--- config.mk ---
export PLATFORM = sky130hd
export DESIGN_NAME = lcd_master_0_st_packet_arbiter
export DESIGN_NICKNAME = d
export VERILOG_FILES = /design/src/rtl/lcd_master_0_st_packet_arbiter.sv
export SDC_FILE = /design/constraint.sdc
export NUM_CORES = 1
export LEC_CHECK = 0
export BUFFER_PORTS_ARGS = -buffer_cell sky130_fd_sc_hd__buf_2
export CORE_ASPECT_RATIO = 0.8
export CORE_UTILIZATION = 30
export DETAILED_ROUTE_END_ITERATION = 10
export PLACE_DENSITY_LB_ADDON = 0.15
export SLEW_MARGIN = 25
export SYNTH_ARGS = -nofsm -noshare
export SYNTH_HDL_FRONTEND = slang
export SYNTH_SLANG_ARGS = --single-unit
export TNS_END_PERCENT = 1
--- constraint.sdc ---
create_clock -name clk -period 1.7 [get_ports clk]
set_clock_uncertainty 0.05 [all_clocks]
set_input_delay 0.17 -clock clk [delete_from_list [all_inputs] [get_ports clk]]
set_output_delay 0.17 -clock clk [all_outputs]
set_load 0.02 [all_outputs]
--- src/rtl/lcd_master_0_st_packet_arbiter.sv ---
// Packet-level round-robin arbiter: merges NUM_IN Avalon-ST byte sources into one
// channelised stream, holding the grant from SOP to EOP. Output is registered.
module lcd_master_0_st_packet_arbiter #(
    parameter int NUM_IN = 2,
    parameter int DATA_W = 8,
    parameter int CHAN_W = 8
) (
    input  logic                     clk,
    input  logic                     reset,
    input  logic [NUM_IN-1:0]        in_valid,
    input  logic [NUM_IN*DATA_W-1:0] in_data,
    input  logic [NUM_IN-1:0]        in_startofpacket,
    input  logic [NUM_IN-1:0]        in_endofpacket,
    output logic [NUM_IN-1:0]        in_ready,
    output logic                     out_valid,
    output logic [DATA_W-1:0]        out_data,
    output logic [CHAN_W-1:0]        out_channel,
    output logic                     out_startofpacket,
    output logic                     out_endofpacket,
    input  logic                     out_ready,
    output logic                     err_nosop
);

    localparam int IDX_W = (NUM_IN > 1) ? $clog2(NUM_IN) : 1;

    typedef enum logic {S_IDLE, S_PKT} state_t;

    state_t             r_state, w_state_nxt;
    logic [IDX_W-1:0]   r_grant, r_last;
    logic               r_first;
    logic [IDX_W-1:0]   w_pick_hi, w_pick_lo, w_pick;
    logic               w_any_hi, w_any_lo, w_any;
    logic               w_load, w_accept;
    logic               w_sel_valid, w_sel_sop, w_sel_eop;
    logic [DATA_W-1:0]  w_sel_data;

    always_comb begin
        w_sel_valid = 1'b0;
        w_sel_sop   = 1'b0;
        w_sel_eop   = 1'b0;
        w_sel_data  = '0;
        for (int unsigned i = 0; i < NUM_IN; i++) begin
            if (r_grant == IDX_W'(i)) begin
                w_sel_valid = in_valid[i];
                w_sel_sop   = in_startofpacket[i];
                w_sel_eop   = in_endofpacket[i];
                w_sel_data  = in_data[i*DATA_W +: DATA_W];
            end
        end
    end

    // Rotating priority as two lowest-index searches: above r_last first, then wrap to all.
    always_comb begin
        w_pick_hi = '0;
        w_any_hi  = 1'b0;
        w_pick_lo = '0;
        w_any_lo  = 1'b0;
        for (int unsigned i = 0; i < NUM_IN; i++) begin
            if (in_valid[i] && !w_any_hi && (IDX_W'(i) > r_last)) begin
                w_pick_hi = IDX_W'(i);
                w_any_hi  = 1'b1;
            end
            if (in_valid[i] && !w_any_lo) begin
                w_pick_lo = IDX_W'(i);
                w_any_lo  = 1'b1;
            end
        end
        w_any  = w_any_lo;
        w_pick = w_any_hi ? w_pick_hi : w_pick_lo;
    end

    assign w_load   = ~out_valid | out_ready;
    assign w_accept = (r_state == S_PKT) & w_sel_valid & w_load;

    always_comb begin
        in_ready = '0;
        if (r_state == S_PKT) begin
            for (int unsigned i = 0; i < NUM_IN; i++) begin
                in_ready[i] = w_load && (r_grant == IDX_W'(i));
            end
        end
    end

    always_comb begin
        w_state_nxt = r_state;
        case (r_state)
            S_IDLE:  if (w_any) w_state_nxt = S_PKT;
            S_PKT:   if (w_accept && w_sel_eop) w_state_nxt = S_IDLE;
            default: w_state_nxt = S_IDLE;
        endcase
    end

    always_ff @(posedge clk or posedge reset) begin
        if (reset) begin
            r_state           <= S_IDLE;
            r_grant           <= '0;
            r_last            <= IDX_W'(NUM_IN - 1);
            r_first           <= 1'b0;
            out_valid         <= 1'b0;
            out_data          <= '0;
            out_channel       <= '0;
            out_startofpacket <= 1'b0;
            out_endofpacket   <= 1'b0;
            err_nosop         <= 1'b0;
        end else begin
            r_state <= w_state_nxt;
            if (r_state == S_IDLE && w_any) begin
                r_grant <= w_pick;
                r_first <= 1'b1;
            end
            if (w_accept) begin
                out_valid         <= 1'b1;
                out_data          <= w_sel_data;
                out_channel       <= CHAN_W'(r_grant);
                out_startofpacket <= w_sel_sop;
                out_endofpacket   <= w_sel_eop;
                err_nosop         <= r_first & ~w_sel_sop;
                r_first           <= 1'b0;
                if (w_sel_eop) r_last <= r_grant;
            end else begin
                err_nosop <= 1'b0;
                if (out_ready) out_valid <= 1'b0;
            end
        end
    end

endmodule

# Word-level counts from Yosys, hierarchy flattened
# Cells that the tools add are included.
# op_classes
n_lt_le_gt_ge	2
muxes	20
n_bitwise	8
n_reduce_logical	13
# op_table
cell	n
$mux W1	17
$logic_and A1 B1 Y1	8
$mux W8	1
$not A1 Y1	4
$reduce_bool A2 Y1	2
$and A1 B1 Y1	3
$gt A1 B1 Y1 const A	2
$logic_not A1 Y1	2
$mux W2	1
$pmux W1 S2	1
$reduce_and A2 Y1	1
$or A1 B1 Y1	1
# word_totals
reg_bits	17
output_inout_bits	22
wordCells	53

# Logic depth before layout (Yosys ltp)
# logic_depth
ltp_word	8
depth_mapped	5
mapped_depth_nobuf	3

# Worst setup path before layout
# OpenSTA, ideal clock, no wires.
# synth_path
path_kind	register to register
from	register r_grant
to	register out_channel[0]
setup_ns	0.125
t_arrival_ns	1.337
required_time_ns	1.525
setup_slack_ns	0.188
path_stages_with_launch	6
synth_period_minus_slack_ns	1.512
path_cell_list	dfrtp_1 buf_6 mux2_4 nand3_4 buf_8 mux2_4
# synth_between
elab_chain_len	3
# synth_rtl
item	line_no	source
start: declaration	29	logic [IDX_W-1:0] r_grant, r_last;
start signal: assignment	108	r_grant <= w_pick;
$mux W1	43	if (r_grant == IDX_W'(i)) begin
$and A1 B1 Y1 (2 in series)	73	assign w_accept = (r_state == S_PKT) & w_sel_valid & w_load;
end signal: assignment	114	out_channel <= CHAN_W'(r_grant);
end: declaration	17	output logic [CHAN_W-1:0] out_channel,
# Parallel ways exist; a longest one is shown, timed or not.
# A chain may end at the register's enable or synchronous reset.

# Final worst setup path
# layout_path
from	register out_valid
to	output port in_ready[1]
# layout_between
elab_chain_len	4
# layout_rtl
item	line_no	source
start: declaration	15	output logic out_valid,
start signal: assignment	99	out_valid <= 1'b0;
start signal: assignment	112	out_valid <= 1'b1;
start signal: assignment	122	if (out_ready) out_valid <= 1'b0;
$not A1 Y1	72	assign w_load = ~out_valid | out_ready;
$or A1 B1 Y1	72	
$logic_and A1 B1 Y1	79	in_ready[i] = w_load && (r_grant == IDX_W'(i));
$mux W2	77	if (r_state == S_PKT) begin
end: declaration	14	output logic [NUM_IN-1:0] in_ready,
# Every way passes these cells.

==> impl_metrics.csv <==
group,metric,value,unit
setup_path,r2r_start,"out_valid",
clock_tree,clock_sinks,17,
setup_path,reg2reg_slack,0.21,ns
setup_path,path_max_fanout,7,
clock_tree,clk_path_buf_depth,2,
yosys,netlist_area,931,sq um
timing,rsz0062_at_grt,"no",
global_route,track_usage,12.1,%
power_and_ir_drop,netSwitchingFraction,38.2,%
timing,holdWs,0.158,ns
yosys,synth_seq_cells,17,
power_and_ir_drop,pwr-share-seq,34.4,%
yosys,synthCells,74,
timing,hold_viol,0,
yosys,synth_edf_count,0,
routing,via_per_inst,4.34,
setup_path,critPathRequiredTime,1.48,ns
timing,fmax,667,MHz
flow_run,drv_cap,0,
routing,ant_nets,0,
power_and_ir_drop,ir_drop,505,uV
die,start_util,32.7,%
power_and_ir_drop,p_comb_share,51.8,%
clock_tree,cts_resized,0,
finish,nets,140,
worst_hold_path,hold_path_startpoint,"in_startofpacket[0]",
placed_design,numPortBuffers,39,
finish,antenna_cells,0,
die,fp.dieArea,3330,sq um
power_and_ir_drop,p_leak,0.615,nW
clock_tree,ctsHtreeMaxLevel,1,
global_route,antenna_found_initial,0,
setup_path,crit_type,"reg -> out",
power_and_ir_drop,p_switching,0.000814,W
timing,post-route-period-util,88.3,%
routing,dr.pass1.iters,4,
die,coreArea,2850,sq um
die,ios,47,
finish,design_area,1170,sq um
placed_design,place_congestion,0.745,
placed_design,place_ws,0.194,ns
setup_path,cp-end-kind,"output port",
yosys,ys_types,24,
routing,wirelength,1.79,mm
timing,finalWorstSetupSlack,0.200,ns
clock_tree,cts_tree,"done",
yosys,ys_warn_count,0,
timing,drv_slew,0,
timing,tightest_slew,0.632,ns
placed_design,dp_hpwl,1.31,mm
yosys,synth_commonest_cells,"16 x dfrtp_1, 11 x mux2_2, 8 x mux2_4",
routing,drc,0,
power_and_ir_drop,power_density,1820,nW/um^2
clock_tree,postCtsHoldBufs,1,
clock_tree,postCtsSetupRepairBufs,0,
yosys,yosysTopAreaCellShare,43.0,%
timing,tns,0,ns
die,rows,17,
yosys,synth_top_flop_cell,"dfrtp_1",
power_and_ir_drop,pwr-share-clk,13.8,%
clock_tree,clkTransAtPathRegs,0.06,ns
setup_path,arrival,1.28,ns
yosys,synth_most_common_cell,"dfrtp_1",
die,fp.dieH,51.8,microns
global_route,grt_pass1_vias,670,
clock_tree,cts_buffers,3,
yosys,async_flop_share,100,%
yosys,seq_area_frac_synth,45.8,%
run_status,status,"finished, final reports clean",
timing,setup_viol,0,
timing,period_needed,1.50,ns
routing,drt_iter0_markers,16,
yosys,synth.largest_area_cell,"dfrtp_1",
global_route,grt_overflow,0,
clock_tree,clk_latency,0.25,ns
finish,ff_latch_area,427,sq um
global_route,grt_pass1_wl,2.99,mm
timing,max_slew_margin,57.8,%
finish,multi_input_area,427,sq um
power_and_ir_drop,cell_internal_pwr,0.00131,W
finish,drive_above_1_share,56.1,%
die,die_w,64.3,microns
routing,vias,660,
setup_path,cp-startpoint,"out_valid",
finish,post-route-util,41.0,%
finish,num-fill-cells,311,
placed_design,place_area,1110,sq um
routing,wl_per_cell,11.8,microns
yosys,synth.avg_cell_area,12.6,sq um
setup_path,start_kind,"register",
global_route,grt_max_degree,18,
finish,syn_to_final_growth,25.7,%
yosys,synth_area_leaders,"dfrtp_1 43%, mux2_2 13%, mux2_4 13%, buf_4 5.6%, dfstp_2 2.8%",
worst_hold_path,hold_path.class,"in -> reg",
clock_tree,cts_root_buf,"clkbuf_8",
cells in the final DEF, fill, tap and decap left out, types with 2 or more instances in the layout:
cell	n
buf_2	39
dfrtp_1	16
mux2_2	11
mux2_4	8
conb_1	7
nand2_1	6
nor2_1	4
inv_1	3
clkbuf_8	3
mux2i_1	2
routing by layer:
metal	part of all wire (%)	up-vias	global-route usage, %
li1	-	322	-
met3	4.8	4	2.19
met1	46	308	14.9
met2	48	26	20.9
met4	1.6	0	5.56
met5	0	-	0
critical path: stages (launching register included):
cell and delay, ns:
dfrtp_1 0.33, or2b_1 0.34, and3_1 0.22, buf_2 0.15
cell families (layout without fill, tap and decap cells):
kind of cell / after synthesis / in the layout / synth area share, %
mux: 22 / 22 / 29.6
flops: 17 / 17 / 45.8
simple gates: 15 / 15 / 8.60
buf+inv: 14 / 48 / 10.8
compound gates: 5 / 5 / 4.84
other cells: 1 / 7 / 0.403
state kept, by name, indices dropped and copies added (netlist names):
name and count:
r_last 1, err_nosop 1, out_valid 1, r_grant 1, out_data 8, out_startofpacket 1, r_state 1, r_first 1
out_endofpacket 1, out_channel 1
stage by stage:
stage,total power [W],instances
after floorplan,0.00161,80
after global placement,0.00183,147
after detailed placement,0.00185,147
after CTS,0.00216,152
after global routing,0.00228,152
final,0.00213,152
power by group through the flow:
stage | logic, W | clock network (W) | registers [W]
after floorplan | 0.000728 | 0 | 0.000887
after global placement | 0.00110 | 0 | 0.000730
after detailed placement | 0.00112 | 0 | 0.000736
after CTS | 0.00112 | 0.000305 | 0.000732
after global routing | 0.00120 | 0.000319 | 0.000761
final | 0.00110 | 0.000294 | 0.000732
final timing paths:
check / end / depth (start not counted)
min in group asynchronous: out_data[2] / 3
max in group asynchronous: out_data[1] / 3
setup reg to reg: out_data[5] / 3
hold / removal: err_nosop / 4
setup / recovery: in_ready[1] / 3
hold reg to reg: out_data[5] / 1
final cells by class:
| cell class | instances | share of cell area (%) |
|---|---|---|
| Sequential cell | 17 | 36.5 |
| Multi-Input combinational cell | 49 | 36.5 |
| Timing Repair Buffer | 41 | 18.2 |
| Tap cell | 38 | 4.06 |
| Clock buffer | 4 | 3.85 |
| Inverter | 3 | 0.963 |
(Power assumes the default switching activity.)
